===== config.mk =====
export PLATFORM = sky130hd
export DESIGN_NAME = perceptron_trainer
export DESIGN_NICKNAME = d
export VERILOG_FILES = /design/src/rtl/perceptron_trainer.sv
export SDC_FILE = /design/constraint.sdc
export NUM_CORES = 1
export LEC_CHECK = 0
export CAP_MARGIN = 5
export CORE_MARGIN = 1.5
export CORE_UTILIZATION = 65
export DETAILED_ROUTE_END_ITERATION = 12
export GPL_TIMING_DRIVEN = 0
export PLACE_DENSITY = 0.85
export SLEW_MARGIN = 20
export SYNTH_ARGS = -nofsm -noshare
export SYNTH_HDL_FRONTEND = slang
export SYNTH_SLANG_ARGS = --single-unit

===== constraint.sdc =====
create_clock -name clk -period 11.87 [get_ports clk]
set_input_delay 1.7805 -clock clk [delete_from_list [all_inputs] [get_ports clk]]
set_output_delay 1.7805 -clock clk [all_outputs]
set_load 0.1 [all_outputs]

===== src/rtl/perceptron_trainer.sv =====
// perceptron_trainer
// Trains one perceptron (N_INPUTS weights plus a bias) with the perceptron rule.
// Samples arrive on a valid/ready stream. The trained weights and bias are
// exposed continuously so the inference path can read them.
//
// Ports:
//   clk, rst         rising-edge clock; asynchronous active-low reset
//   start            begin (or restart) training; honoured only in IDLE/DONE
//   sample_valid/_ready, sample_x, sample_t
//                    sample stream; x[i] = sample_x[i*X_W +: X_W], t: 1=+1, 0=-1
//   weights, bias    signed trained values, w[i] = weights[i*W_W +: W_W]
//   busy, done       status; converged is meaningful while done=1
//   epoch_cnt        current/last epoch index
//   err_cnt          misclassifications in the current/last epoch
//
// Build option: define PERCEPTRON_SAT_EN to saturate weight/bias updates
// instead of letting them wrap in two's complement.
module perceptron_trainer #(
  parameter int N_INPUTS    = 2,
  parameter int X_W         = 8,
  parameter int W_W         = 16,
  parameter int NUM_SAMPLES = 4,
  parameter int MAX_EPOCHS  = 16,
  parameter int LR_SHIFT    = 0
) (
  input  logic                               clk,
  input  logic                               rst,
  input  logic                               start,
  input  logic                               sample_valid,
  output logic                               sample_ready,
  input  logic [N_INPUTS*X_W-1:0]            sample_x,
  input  logic                               sample_t,
  output logic [N_INPUTS*W_W-1:0]            weights,
  output logic [W_W-1:0]                     bias,
  output logic                               busy,
  output logic                               done,
  output logic                               converged,
  output logic [$clog2(MAX_EPOCHS+1)-1:0]    epoch_cnt,
  output logic [$clog2(NUM_SAMPLES+1)-1:0]   err_cnt
);

  localparam int ACC_W = W_W + X_W + $clog2(N_INPUTS + 1);
  localparam int CW    = $clog2(N_INPUTS + 1);   // step counter, 0..N_INPUTS
  localparam int IW    = (NUM_SAMPLES > 1) ? $clog2(NUM_SAMPLES) : 1;
  localparam int EW    = $clog2(MAX_EPOCHS + 1);
  localparam int RW    = $clog2(NUM_SAMPLES + 1);
  localparam int DW    = W_W + 1;                // delta width: negating -2^(X_W-1) stays exact
  localparam int SW    = W_W + 2;                // update sum width, wide enough to detect overflow

  typedef enum logic [2:0] {
    S_IDLE, S_INIT, S_FETCH, S_COMPUTE, S_DECIDE, S_UPDATE, S_CHECK, S_DONE
  } state_t;

  state_t                    state_reg, state_next;
  logic [CW-1:0]             step_reg, step_next;
  logic [IW-1:0]             idx_reg, idx_next;
  logic [EW-1:0]             epoch_reg, epoch_next;
  logic [RW-1:0]             err_reg, err_next;
  logic                      conv_reg, conv_next;
  logic signed [ACC_W-1:0]   acc_reg, acc_next;
  logic [N_INPUTS*X_W-1:0]   x_reg, x_next;
  logic                      t_reg, t_next;
  logic [W_W-1:0]            bias_reg, bias_next;

  // Shared datapath: one multiplier for the MAC and one adder for all updates.
  logic [CW-1:0]             rd_idx;
  logic [W_W-1:0]            w_cur;
  logic [X_W-1:0]            x_cur;
  logic signed [ACC_W-1:0]   w_ext, x_ext, prod;
  logic signed [DW-1:0]      x_d, delta_raw, delta_sh, upd_delta;
  logic [W_W-1:0]            upd_base, upd_res;
  logic [SW-1:0]             upd_sum;
  logic                      last_step, y_pos, advance;

  // During the bias step (step == N_INPUTS) the weight read is a don't-care; park it on w[0].
  assign rd_idx = (step_reg < CW'(N_INPUTS)) ? step_reg : '0;
  assign w_cur  = weights[rd_idx*W_W +: W_W];
  assign x_cur  = x_reg[rd_idx*X_W +: X_W];

  always_comb begin
    w_ext     = {{(ACC_W-W_W){w_cur[W_W-1]}}, w_cur};
    x_ext     = {{(ACC_W-X_W){x_cur[X_W-1]}}, x_cur};
    prod      = w_ext * x_ext;
    x_d       = {{(DW-X_W){x_cur[X_W-1]}}, x_cur};
    delta_raw = t_reg ? x_d : -x_d;
    delta_sh  = delta_raw >>> LR_SHIFT;
    last_step = (step_reg == CW'(N_INPUTS));
    upd_base  = last_step ? bias_reg : w_cur;
    upd_delta = last_step ? (t_reg ? DW'(1) : {DW{1'b1}}) : delta_sh;
    upd_sum   = {{2{upd_base[W_W-1]}}, upd_base} + {upd_delta[DW-1], upd_delta};
`ifdef PERCEPTRON_SAT_EN
    // In range only when the three top bits agree; otherwise clamp by sign.
    if ((upd_sum[SW-1:W_W-1] == 3'b000) || (upd_sum[SW-1:W_W-1] == 3'b111))
      upd_res = upd_sum[W_W-1:0];
    else if (upd_sum[SW-1])
      upd_res = {1'b1, {(W_W-1){1'b0}}};
    else
      upd_res = {1'b0, {(W_W-1){1'b1}}};
`else
    upd_res = upd_sum[W_W-1:0];
`endif
    y_pos = ~acc_reg[ACC_W-1];
  end

`ifndef PERCEPTRON_SAT_EN
  // The wrap discards the overflow bits of the sum.
  logic wrap_unused;
  assign wrap_unused = &{1'b0, upd_sum[SW-1:W_W]};
`endif

  // Next-state and datapath control.
  always_comb begin
    state_next = state_reg;
    step_next  = step_reg;
    idx_next   = idx_reg;
    epoch_next = epoch_reg;
    err_next   = err_reg;
    conv_next  = conv_reg;
    acc_next   = acc_reg;
    x_next     = x_reg;
    t_next     = t_reg;
    bias_next  = bias_reg;
    advance    = 1'b0;
    case (state_reg)
      S_IDLE, S_DONE: begin
        if (start) state_next = S_INIT;
      end
      S_INIT: begin
        step_next  = '0;
        idx_next   = '0;
        epoch_next = '0;
        err_next   = '0;
        conv_next  = 1'b0;
        bias_next  = '0;
        state_next = S_FETCH;
      end
      S_FETCH: begin
        if (sample_valid) begin
          x_next     = sample_x;
          t_next     = sample_t;
          acc_next   = {{(ACC_W-W_W){bias_reg[W_W-1]}}, bias_reg};
          step_next  = '0;
          state_next = S_COMPUTE;
        end
      end
      S_COMPUTE: begin
        acc_next = acc_reg + prod;
        if (step_reg == CW'(N_INPUTS - 1)) begin
          step_next  = '0;
          state_next = S_DECIDE;
        end else begin
          step_next = step_reg + CW'(1);
        end
      end
      S_DECIDE: begin
        if (y_pos == t_reg) begin
          advance = 1'b1;
        end else begin
          err_next   = err_reg + RW'(1);
          step_next  = '0;
          state_next = S_UPDATE;
        end
      end
      S_UPDATE: begin
        // Steps 0..N_INPUTS-1 write the weights (in the generate below); the last step writes the bias.
        if (last_step) begin
          bias_next = upd_res;
          advance   = 1'b1;
        end else begin
          step_next = step_reg + CW'(1);
        end
      end
      S_CHECK: begin
        if (err_reg == '0) begin
          conv_next  = 1'b1;
          state_next = S_DONE;
        end else if (epoch_reg == EW'(MAX_EPOCHS - 1)) begin
          conv_next  = 1'b0;
          state_next = S_DONE;
        end else begin
          epoch_next = epoch_reg + EW'(1);
          err_next   = '0;
          idx_next   = '0;
          state_next = S_FETCH;
        end
      end
      default: state_next = S_IDLE;
    endcase
    if (advance) begin
      step_next = '0;
      if (idx_reg < IW'(NUM_SAMPLES - 1)) begin
        idx_next   = idx_reg + IW'(1);
        state_next = S_FETCH;
      end else begin
        state_next = S_CHECK;
      end
    end
  end

  always_ff @(posedge clk or negedge rst) begin
    if (!rst) begin
      state_reg <= S_IDLE;
      step_reg  <= '0;
      idx_reg   <= '0;
      epoch_reg <= '0;
      err_reg   <= '0;
      conv_reg  <= 1'b0;
      acc_reg   <= '0;
      x_reg     <= '0;
      t_reg     <= 1'b0;
      bias_reg  <= '0;
    end else begin
      state_reg <= state_next;
      step_reg  <= step_next;
      idx_reg   <= idx_next;
      epoch_reg <= epoch_next;
      err_reg   <= err_next;
      conv_reg  <= conv_next;
      acc_reg   <= acc_next;
      x_reg     <= x_next;
      t_reg     <= t_next;
      bias_reg  <= bias_next;
    end
  end

  // One register per weight, written when the update step points at it.
  generate
    for (genvar gi = 0; gi < N_INPUTS; gi++) begin : g_weight
      logic [W_W-1:0] w_reg;
      always_ff @(posedge clk or negedge rst) begin
        if (!rst)
          w_reg <= '0;
        else if (state_reg == S_INIT)
          w_reg <= '0;
        else if ((state_reg == S_UPDATE) && (step_reg == CW'(gi)))
          w_reg <= upd_res;
      end
      assign weights[gi*W_W +: W_W] = w_reg;
    end
  endgenerate

  assign bias         = bias_reg;
  assign sample_ready = (state_reg == S_FETCH);
  assign busy         = (state_reg != S_IDLE) && (state_reg != S_DONE);
  assign done         = (state_reg == S_DONE);
  assign converged    = conv_reg;
  assign epoch_cnt    = epoch_reg;
  assign err_cnt      = err_reg;

endmodule


==> impl_results.md <==
* I/O Buffers at 80
* Post_cts resized at 0
* 1st-pass router iterations at 7
* Post-synthesis async set-or-reset flop share at 1.000
* Largest net degree at the start of global routing at 73
* Final layout net count at 1,515
* Slew Limit Fails at 0
* Final GP Congestion at between 0.9 and 1
* Yosys Warn Count at 0
* Final sum of negative setup slack at 0 ns
* Vias after detailed routing at between 9,000 and 10,000
* Pin slew with the least headroom to its limit at 1.077 ns
* Num ports at 81
* Data required time of the critical path at approximately 12 ns
* Mux contribution to synthesized area at 0.08089
* Xor and xnor area share after synthesis at 0.03244
* Setup Fix Bufs, Post-CTS at 0
* Worst Setup Start Kind: register
* Setup crit end kind: register
* Simple-Gate Fraction of Synth Area at 0.1224
* RSZ-0062 raised after global routing: false
* Number of antenna violations at the first check in global routing at 0
* Total nets after synthesis at between 1,000 and 1,500
* Critical setup path kind: reg -> reg
* Overall die area at about 18,000 um^2
* Maximum level of the CTS H-tree at 3
* Initial standard-cell utilization of the core at 0.6601
* Clk slew on worst S/H paths at about 0.080 ns
* Most frequent standard cell in the layout excluding fill and tap cells: fa_1
* Mean cell area of the mapped netlist at approximately 9.6 um^2
* Final hold violation count at 0
* Post-route DRC at 0
* Height of the die at 135.1 um
* Count of flip-flops with a built-in enable after synthesis at 0
* Sequential-to-total area share from yosys stat at 0.2362
* Clock Sinks at roughly 110
* Post-synthesis cell type count at 63
* FP Rows at 48
* Slew Limit Headroom at 0.2614
* Via density per instance at ~6.4
* Clock network latency to the later pin of the worst-skew pair at 0.37 ns
* Cell Area, Synth at roughly 11,000 um^2
* CP max FO at 10
* Global Route Usage Sum at 0.3826
* Final Setup Violations at 0
* Complex-gate fraction of the synthesized area at 0.1329
* Largest clock skew in the final design at approximately 0.013 ns
* Share of layout cells above drive strength 1 at 0.08294
* Area of the multi-input gates at around 8000 um^2
* Syn Inst Count at 1,181
* Prevailing post-synth register cell: dfrtp_1
* Max Freq at around 130 MHz
* Estimated wirelength of the detail-placed design at 25,170 um
* Area of the core region at 17,180 um^2
* Clock tree from TritonCTS: done
* TritonCTS Buffers at 9
* Dominant combinational cell family by area after synthesis: adder cells
* Time the worst path needs with I/O delays and setup at about 7.5 ns
* Commonest cells after routing, fill and taps aside: fa_1 (137), inv_1 (131), nor2_1 (126)
* Number of DRC violations after detailed-routing iteration 0 at roughly 800
* Adder-cell share of the synthesized area at 0.3346
* Critical path data arrival time at 7.71 ns
* Vias in the first global route at between 10,000 and 15,000
* Chip width at approximately 140 um
* Maximum count of clock buffers along a single path at 2
* Clock Tree Root: clkbuf_16
* Total detailed-routing wirelength at roughly 33,000 um
* Fin util at 0.7434
* Hold WC Path Type: reg -> reg
* Number of buffers inserted for hold repair after clock tree synthesis at 0
* Post-route fraction of the period consumed by the critical path at 0.6297
* Final global-route overflow total at 0
* Max-capacitance violation count at 0
* Flops & latches, synth at around 110
* Filler Cell Count at 1,238
* Area growth from synthesis to layout at 12.61%
* Antenna-violating nets left at 0
* Global-route wire length before repair at ~53,000 um
* Routed wire length per instance at roughly 22 um
* Outcome: completed
* Combined flip-flop and latch cell area at ~2700 um^2
* Flip-flop count of the largest register after layout at 32
[cells by family after synthesis]
group,Yosys count
AND/OR/NAND/NOR,316
AO/OA/AOI/OAI,233
adder cells (fa/ha/maj),221
buffers and inverters,179
flip-flops,107
multiplexers,83
XOR/XNOR,42
[layer usage]
layer | up-vias | wire length, um | global-route usage
li1 | 4143 | - | -
met1 | 4720 | 12280 | 0.4709
met2 | 575 | 15110 | 0.6268
met3 | 148 | 3208 | 0.09384
met4 | 0 | 2080 | 0.2031
met5 | - | 0 | 0
[worst paths after layout]
path	startpoint	end	slack, ns	cells after the start
setup / recovery	step_reg[1]	acc_reg[25]	4.40	23
hold / removal	acc_reg[5]	acc_reg[5]	0.49	2
setup reg to reg	step_reg[1]	acc_reg[25]	4.40	23
hold reg to reg	acc_reg[5]	acc_reg[5]	0.49	2
max in group asynchronous	rst	acc_reg[2]	9.86	2
min in group asynchronous	rst	epoch_cnt[1]	1.31	1
[synth_stat cells (7+ instances only)]
master | instances | area, um^2
buf_2 | 10 | 50.05
a211oi_1 | 11 | 82.58
and3_1 | 7 | 43.79
nand2b_1 | 10 | 62.56
fa_1 | 137 | 2743
xnor2_1 | 32 | 280.3
and2_1 | 10 | 62.56
dfrtp_1 | 107 | 2678
nor3_1 | 8 | 40.04
o21ai_0 | 70 | 350.3
nor2_1 | 128 | 480.5
a22o_1 | 19 | 166.4
mux2_2 | 59 | 664.4
nor2b_1 | 7 | 43.79
mux2i_1 | 23 | 230.2
o31ai_1 | 12 | 90.09
inv_1 | 131 | 491.7
o21bai_1 | 9 | 67.56
a21oi_1 | 53 | 265.3
a22oi_1 | 7 | 52.55
nand3_1 | 20 | 100.1
clkbuf_1 | 33 | 123.9
xor2_1 | 10 | 87.58
ha_1 | 84 | 1051
nand4_1 | 9 | 56.30
a21o_1 | 11 | 82.58
nand2_1 | 102 | 382.9
[stage by stage]
step / cells / cell area (um^2) / worst slack [ns] / hold slack (ns)
2_1_floorplan: 1181 / 11340 / 5.601 / 0.4460
3_3_place_gp: 1486 / 12420 / 4.497 / 0.4637
3_5_place_dp: 1487 / 12450 / 4.396 / 0.4628
4_1_cts: 1503 / 12760 / 4.372 / 0.4876
5_1_grt: 1503 / 12770 / 4.121 / 0.5246
6_report: 1504 / 12770 / 4.396 / 0.4919
[worst max-delay path: stages, from the launching register on]
cell,delay (ns)
dfrtp_1,0.41
inv_1,0.11
ha_1,0.15
buf_4,0.20
buf_2,0.35
buf_2,0.40
buf_2,0.43
mux2i_1,0.56
nor2_1,0.13
fa_1,0.49
fa_1,0.57
fa_1,0.44
fa_1,0.55
inv_1,0.06
fa_1,0.52
inv_1,0.05
ha_1,0.35
a21o_1,0.19
a221oi_2,0.41
o211a_1,0.31
o32ai_1,0.17
a31oi_1,0.25
xnor2_1,0.15
o21ai_0,0.09
[cell type report]
class | count | area share
diodes | 1 | 0.0001960
clock inverters | 5 | 0.004312
plain buffers | 47 | 0.01509
multi-input cells | 895 | 0.6251
inverters | 132 | 0.03880
flip-flops and latches | 107 | 0.2097
clock buffers | 11 | 0.01979
well taps | 225 | 0.02205
repair buffers | 81 | 0.06497
Power is not shown: default switching activity piles up to over one toggle a cycle in this logic, so the estimate is an artifact.
